[config.mk]
export PLATFORM = sky130hd
export DESIGN_NAME = fifo_stream_reader_flat
export DESIGN_NICKNAME = d
export VERILOG_FILES = /design/src/rtl/fifo_stream_reader_if.sv /design/src/rtl/fifo_stream_reader.sv /design/src/flat_wrapper.sv
export SDC_FILE = /design/constraint.sdc
export NUM_CORES = 1
export LEC_CHECK = 0
export CAP_MARGIN = 20
export CORE_ASPECT_RATIO = 0.6
export CORE_MARGIN = 2
export CORE_UTILIZATION = 44
export DETAILED_ROUTE_END_ITERATION = 12
export GPL_TIMING_DRIVEN = 0
export PLACE_DENSITY = 0.76
export SETUP_SLACK_MARGIN = 0.05
export SYNTH_ARGS = -nofsm -noshare
export SYNTH_HDL_FRONTEND = slang
export SYNTH_SLANG_ARGS = --single-unit
[constraint.sdc]
create_clock -name read_clk -period 1.8 [get_ports read_clk]
set_clock_uncertainty 0.05 [all_clocks]
set_input_delay 0.36 -clock read_clk [delete_from_list [all_inputs] [get_ports read_clk]]
set_output_delay 0.36 -clock read_clk [all_outputs]
set_load 0.005 [all_outputs]
[src/rtl/fifo_stream_reader_if.sv]
// Port bundle for fifo_stream_reader: the async_fifo show-ahead read side plus the
// narrow valid/ready beat stream and the drained-word counter.
interface fifo_stream_reader_if #(
   parameter int WIDTH     = 32,
   parameter int RATIO     = 4,
   parameter int CNT_WIDTH = 16
);
   localparam int OUT_WIDTH = WIDTH / RATIO;

   logic                 fifo_empty;
   logic [WIDTH-1:0]     fifo_data;
   logic                 fifo_read_en;
   logic                 out_valid;
   logic                 out_ready;
   logic [OUT_WIDTH-1:0] out_data;
   logic                 out_last;
   logic [CNT_WIDTH-1:0] words_drained;

   modport master (
      input  fifo_empty,
      input  fifo_data,
      input  out_ready,
      output fifo_read_en,
      output out_valid,
      output out_data,
      output out_last,
      output words_drained
   );

   modport slave (
      output fifo_empty,
      output fifo_data,
      output out_ready,
      input  fifo_read_en,
      input  out_valid,
      input  out_data,
      input  out_last,
      input  words_drained
   );
endinterface

[src/rtl/fifo_stream_reader.sv]
// Read-side drain engine: pops WIDTH-bit words from a show-ahead FIFO and streams each
// one out as RATIO narrower beats, LSB beat first, at up to one beat per clock.
module fifo_stream_reader #(
   parameter int WIDTH     = 32,
   parameter int RATIO     = 4,
   parameter int CNT_WIDTH = 16
) (
   input logic                  read_clk,
   input logic                  read_reset,
   fifo_stream_reader_if.master bus
);
   localparam int OUT_WIDTH = WIDTH / RATIO;
   localparam int IDX_WIDTH = (RATIO > 1) ? $clog2(RATIO) : 1;
   localparam logic [IDX_WIDTH-1:0] LAST_IDX = IDX_WIDTH'(RATIO - 1);

   typedef enum logic {
      IDLE,
      SHIFT
   } state_t;

   state_t               state;
   state_t               state_next;
   logic [WIDTH-1:0]     word_buf;
   logic [IDX_WIDTH-1:0] beat_idx;
   logic [CNT_WIDTH-1:0] words_drained;
   logic [OUT_WIDTH-1:0] out_data_c;
   logic                 out_valid;
   logic                 is_last;
   logic                 handshake;
   logic                 last_hs;
   logic                 pop;

   assign out_valid = (state == SHIFT);
   assign is_last   = (beat_idx == LAST_IDX);
   assign handshake = out_valid && bus.out_ready;
   assign last_hs   = handshake && is_last;

   always_ff @(posedge read_clk or posedge read_reset) begin
      if (read_reset) begin
         state <= IDLE;
      end else begin
         state <= state_next;
      end
   end

   // A new word is fetched either when nothing is held or on the very edge the last beat
   // leaves, which is what keeps the beat stream free of bubbles between words.
   always_comb begin
      state_next = state;
      pop        = 1'b0;
      case (state)
         IDLE: begin
            if (!bus.fifo_empty) begin
               pop        = 1'b1;
               state_next = SHIFT;
            end
         end
         SHIFT: begin
            if (last_hs) begin
               if (!bus.fifo_empty) begin
                  pop = 1'b1;
               end else begin
                  state_next = IDLE;
               end
            end
         end
         default: state_next = IDLE;
      endcase
      if (read_reset) begin
         pop        = 1'b0;
         state_next = IDLE;
      end
   end

   always_ff @(posedge read_clk or posedge read_reset) begin
      if (read_reset) begin
         word_buf      <= '0;
         beat_idx      <= '0;
         words_drained <= '0;
      end else if (pop) begin
         word_buf      <= bus.fifo_data;
         beat_idx      <= '0;
         words_drained <= words_drained + CNT_WIDTH'(1);
      end else if (handshake && !is_last) begin
         beat_idx <= beat_idx + IDX_WIDTH'(1);
      end
   end

   always_comb begin
      out_data_c = '0;
      for (int i = 0; i < RATIO; i++) begin
         if (beat_idx == IDX_WIDTH'(i)) begin
            out_data_c = word_buf[i*OUT_WIDTH +: OUT_WIDTH];
         end
      end
   end

   assign bus.fifo_read_en  = pop;
   assign bus.out_valid     = out_valid;
   assign bus.out_data      = out_data_c;
   assign bus.out_last      = is_last;
   assign bus.words_drained = words_drained;
endmodule

[src/flat_wrapper.sv]
// flat-port wrapper written by rule: the top's interface ports become plain ports
module fifo_stream_reader_flat 
#(
   parameter int WIDTH     = 32,
   parameter int RATIO     = 4,
   parameter int CNT_WIDTH = 16
)
  (read_clk, read_reset, bus_fifo_empty, bus_fifo_data, bus_out_ready, bus_fifo_read_en, bus_out_valid, bus_out_data, bus_out_last, bus_words_drained);
  fifo_stream_reader_if #(.WIDTH(WIDTH), .RATIO(RATIO), .CNT_WIDTH(CNT_WIDTH)) bus_i ();
  input logic read_clk;
  input logic read_reset;
  input wire logic [$bits(bus_i.fifo_empty)-1:0] bus_fifo_empty;
  input wire logic [$bits(bus_i.fifo_data)-1:0] bus_fifo_data;
  input wire logic [$bits(bus_i.out_ready)-1:0] bus_out_ready;
  output wire logic [$bits(bus_i.fifo_read_en)-1:0] bus_fifo_read_en;
  output wire logic [$bits(bus_i.out_valid)-1:0] bus_out_valid;
  output wire logic [$bits(bus_i.out_data)-1:0] bus_out_data;
  output wire logic [$bits(bus_i.out_last)-1:0] bus_out_last;
  output wire logic [$bits(bus_i.words_drained)-1:0] bus_words_drained;
  assign bus_i.fifo_empty = bus_fifo_empty;
  assign bus_i.fifo_data = bus_fifo_data;
  assign bus_i.out_ready = bus_out_ready;
  assign bus_fifo_read_en = bus_i.fifo_read_en;
  assign bus_out_valid = bus_i.out_valid;
  assign bus_out_data = bus_i.out_data;
  assign bus_out_last = bus_i.out_last;
  assign bus_words_drained = bus_i.words_drained;
  fifo_stream_reader #(.WIDTH(WIDTH), .RATIO(RATIO), .CNT_WIDTH(CNT_WIDTH)) u_core (.read_clk(read_clk), .read_reset(read_reset), .bus(bus_i));
endmodule
==> run metrics <==
run status finished with violations; violations in the final reports negative setup slack; count of distinct cell types in the synthesized netlist 28; post-route minimum period 2.24 ns; number of DRC markers in iteration 0 166; Fillers roughly 310; number of clock buffers inserted by TritonCTS 5; GRT Util Overall 22.8%; total grt overflow 0; worst-margin pin slew 0.481 ns; final-layout setup total negative slack -4.37 ns; hold path start u_core.bus.words_drained[15]; Area growth syn-to-layout 61.8%; via-per-instance ratio 5.18; antenna violations before repair 0; detailed-router iteration count before antenna repair 4; Final Wtd Congestion 0.895; CTS H-Tree Depth 2; busiest layer in global routing met2; die area ~6000 sq um; largest incremental delay on the critical path around 0.4 ns; post-synthesis sequential area ratio around 53%; Horiz. Die Dim 99.3 um; headroom to the max-slew limit 67.9%; clock sink count 51; Worst EP required 1.39 ns; max-slew violation count 0; quantity of I/O buffers inserted on ports 62; met2 track utilization from global routing 37.5%; Lkg Pwr 1.84 nW; number of hold-repair buffers added at the cts stage 0; Min Hold Slack 0.430 ns; height of the die 61.2 um; Cell Area, Synth ~2400 sq um; startpoint of the most critical register-to-register path u_core.beat_idx[1]; Yosys warnings 0; clock latency at the later pin of the worst-skew pair 0.29 ns; min-delay worst type reg -> reg; number of nets in the synthesized netlist 312; total of endpoints with negative setup slack in the final report 38; power per standard cell area 1120 nW/um^2; number of vias in the routed layout approximately 2200; final count of hold timing violations 0; Worst Setup Slack, final -0.440 ns; unrepaired setup endpoints after global routing true; Layout Cell Area excl Fill 3880 sq um; instance area at placement 3140 sq um; wire length of the first global-routing pass 10.7 mm; cell breakdown of the critical path buf_6, inv_6, ha_4, nand2_2, o21ai_2, mux2i_1, o21ai_1, buf_2; cell with the largest stage delay on the worst path sky130_fd_sc_hd__dfrtp_1; clock tree root buffer cell sky130_fd_sc_hd__clkbuf_8; dpl hpwl 4.17 mm; drc violations 0; Core Box Area 5150 sq um; flip-flop and latch count after synthesis 51; Starting Density 46.6%; clock-pin slew on the worst setup and hold paths 0.09 ns; maximum clock rate 0.446 GHz; boundary pin count 63; CP startpoint kind register; layout cell share with drive strength beyond 1 35.9%; number of instances in the synthesized netlist approximately 270; via count of the first global-routing pass 2190; largest net degree at the start of global routing 31; overall routed net length 7.49 mm; GRT met3 Usage 4.54%; CTS tree built; number of nets in the finished design 405; Worst Setup End Kind primary output; post-synthesis average cell area 8.86 sq um; crit path from u_core.beat_idx[0]; number of nets with antenna violations after detailed routing 0; Maximum Capacitance Violations 0; WP data arrival 1.83 ns; Max VDD drop 0.601 mV; met1 track demand over resource between 30% and 40%; Largest delay share family, worst path flip-flops; Final Cycle Share 124%; combined buffer and inverter count along the critical path 3; post-DR wirelength/cell about 17 um; number of buffers on the longest clock path 2; type of the worst setup path reg -> out; critical-path maximum fanout 8; # rows 20; number of diodes added for antenna fixing 0
report_power, final:
part | internal, mW | leakage, nW | switching [mW]
Combinational | 1.11 | 1.15 | 1.02
Sequential | 1.36 | 0.646 | 0.231
Clock | 0.274 | 0.0422 | 0.365
per-stage QoR:
| step | setup slack [ns] | power, mW | instances | util (%) |
|---|---|---|---|---|
| after global placement | -0.873 | 2.87 | 399 | 60.4 |
| after detailed placement | -0.774 | 2.90 | 400 | 60.8 |
| after floorplan | 0.0397 | 2.20 | 271 | - |
| after CTS | -0.312 | 4.00 | 426 | 70.4 |
| final | -0.440 | 4.36 | 431 | 75.3 |
| after global routing | -0.459 | 4.58 | 431 | 75.3 |
cell usage in the layout, fill, tap and decap left out, types with 3 or more instances in the layout:
cell type,n
sky130_fd_sc_hd__o21ai_1,10
sky130_fd_sc_hd__buf_6,13
sky130_fd_sc_hd__xor2_1,8
sky130_fd_sc_hd__xnor2_1,6
sky130_fd_sc_hd__nand2_2,45
sky130_fd_sc_hd__ha_4,3
sky130_fd_sc_hd__mux2i_1,9
sky130_fd_sc_hd__buf_8,9
sky130_fd_sc_hd__clkbuf_16,3
sky130_fd_sc_hd__nand2_1,75
sky130_fd_sc_hd__dfrtp_1,51
sky130_fd_sc_hd__o21ai_2,4
sky130_fd_sc_hd__buf_12,5
sky130_fd_sc_hd__clkdlybuf4s50_1,52
sky130_fd_sc_hd__buf_2,9
sky130_fd_sc_hd__clkbuf_8,5
sky130_fd_sc_hd__nand3_1,4
sky130_fd_sc_hd__nand2_4,8
sky130_fd_sc_hd__nor2_1,5
sky130_fd_sc_hd__buf_4,6
worst paths after layout:
kind | to | cells after the start | slack, ns
setup / recovery | bus_out_data[2] | 8 | -0.44
hold / removal | u_core.bus.words_drained[15] | 1 | 0.43
setup reg to reg | u_core.bus.words_drained[9] | 9 | -0.10
hold reg to reg | u_core.bus.words_drained[15] | 1 | 0.43
max in group asynchronous | u_core.word_buf[3] | 3 | 0.72
min in group asynchronous | u_core.bus.out_valid | 2 | 0.46
cell usage after synthesis:
library cell               number  area [sq um]
sky130_fd_sc_hd__clkinv_2       1          5.00
sky130_fd_sc_hd__and4bb_2       1          12.5
sky130_fd_sc_hd__ha_1           5          62.6
sky130_fd_sc_hd__nand3b_1       1          7.51
sky130_fd_sc_hd__a21oi_1        1          5.00
sky130_fd_sc_hd__buf_6          3          33.8
sky130_fd_sc_hd__a21bo_2        1          10.0
sky130_fd_sc_hd__nor2b_1        1          6.26
sky130_fd_sc_hd__a21boi_1       1          7.51
sky130_fd_sc_hd__xor2_1         8          70.1
sky130_fd_sc_hd__nor3_1         2          10.0
sky130_fd_sc_hd__nand2_1      128           480
sky130_fd_sc_hd__buf_4          1          7.51
sky130_fd_sc_hd__and3_1         1          6.26
sky130_fd_sc_hd__dfrtp_1       51          1280
sky130_fd_sc_hd__or3_1          1          6.26
sky130_fd_sc_hd__o21ai_0       16          80.1
sky130_fd_sc_hd__xnor2_1        7          61.3
sky130_fd_sc_hd__mux2i_1        9          90.1
sky130_fd_sc_hd__buf_2          2          10.0
sky130_fd_sc_hd__clkbuf_1       7          26.3
sky130_fd_sc_hd__nand3_2        1          10.0
sky130_fd_sc_hd__xnor2_2        1          16.3
sky130_fd_sc_hd__nor2_1         8          30.0
sky130_fd_sc_hd__and4_1         2          17.5
sky130_fd_sc_hd__inv_1          5          18.8
sky130_fd_sc_hd__nand3_1        4          20.0
sky130_fd_sc_hd__nand4_1        2          12.5
area by class of cell:
type	count	area, sq um	share of cell area (%)
clock buffers	7	76.3	1.97
repair buffers	89	933	24.0
plain buffers	10	148	3.80
inverters	6	37.5	0.966
well taps	66	82.6	2.13
multi-input cells	201	1330	34.1
clock inverters	1	5.00	0.129
flip-flops and latches	51	1280	32.9
state kept, by name, indices dropped and copies added (netlist names):
name,cells
u_core.beat_idx,2
u_core.bus.out_valid,1
u_core.bus.words_drained,16
u_core.word_buf,32
metal layers:
| metal | wire length (um) | vias up | part of all wire, % |
|---|---|---|---|
| met4 | 114 | 0 | 1.5 |
| met3 | 476 | 13 | 6.4 |
| li1 | - | 1041 | - |
| met5 | 0 | - | 0 |
| met1 | 3370 | 1097 | 45 |
| met2 | 3540 | 83 | 47 |
worst reg2reg max path, delay by kind of cell (launching register included):
kind	cells	cell delay (ns)
AO/OA/AOI/OAI	1	0.23
flip-flops	1	0.40
adder cells (fa/ha/maj)	1	0.20
buffers and inverters	4	0.54
AND/OR/NAND/NOR	2	0.26
XOR/XNOR	1	0.13
logic make-up after synthesis:
group | synth area share, %
fa+ha+maj | 2.61
simple gates | 25.8
compound gates | 4.28
flops | 53.2
buf+inv | 4.22
xor+xnor | 6.15
mux | 3.75
timing repair:
item / CTS / global route
gates cloned: 4 / 1
setup endpoints to repair: 43 / 58
pin swaps: 43 / 48
gates resized for setup: 128 / 62
buffers inserted: 16 / 7
hold endpoints to repair: 0 / 0
(Power assumes the default switching activity.)
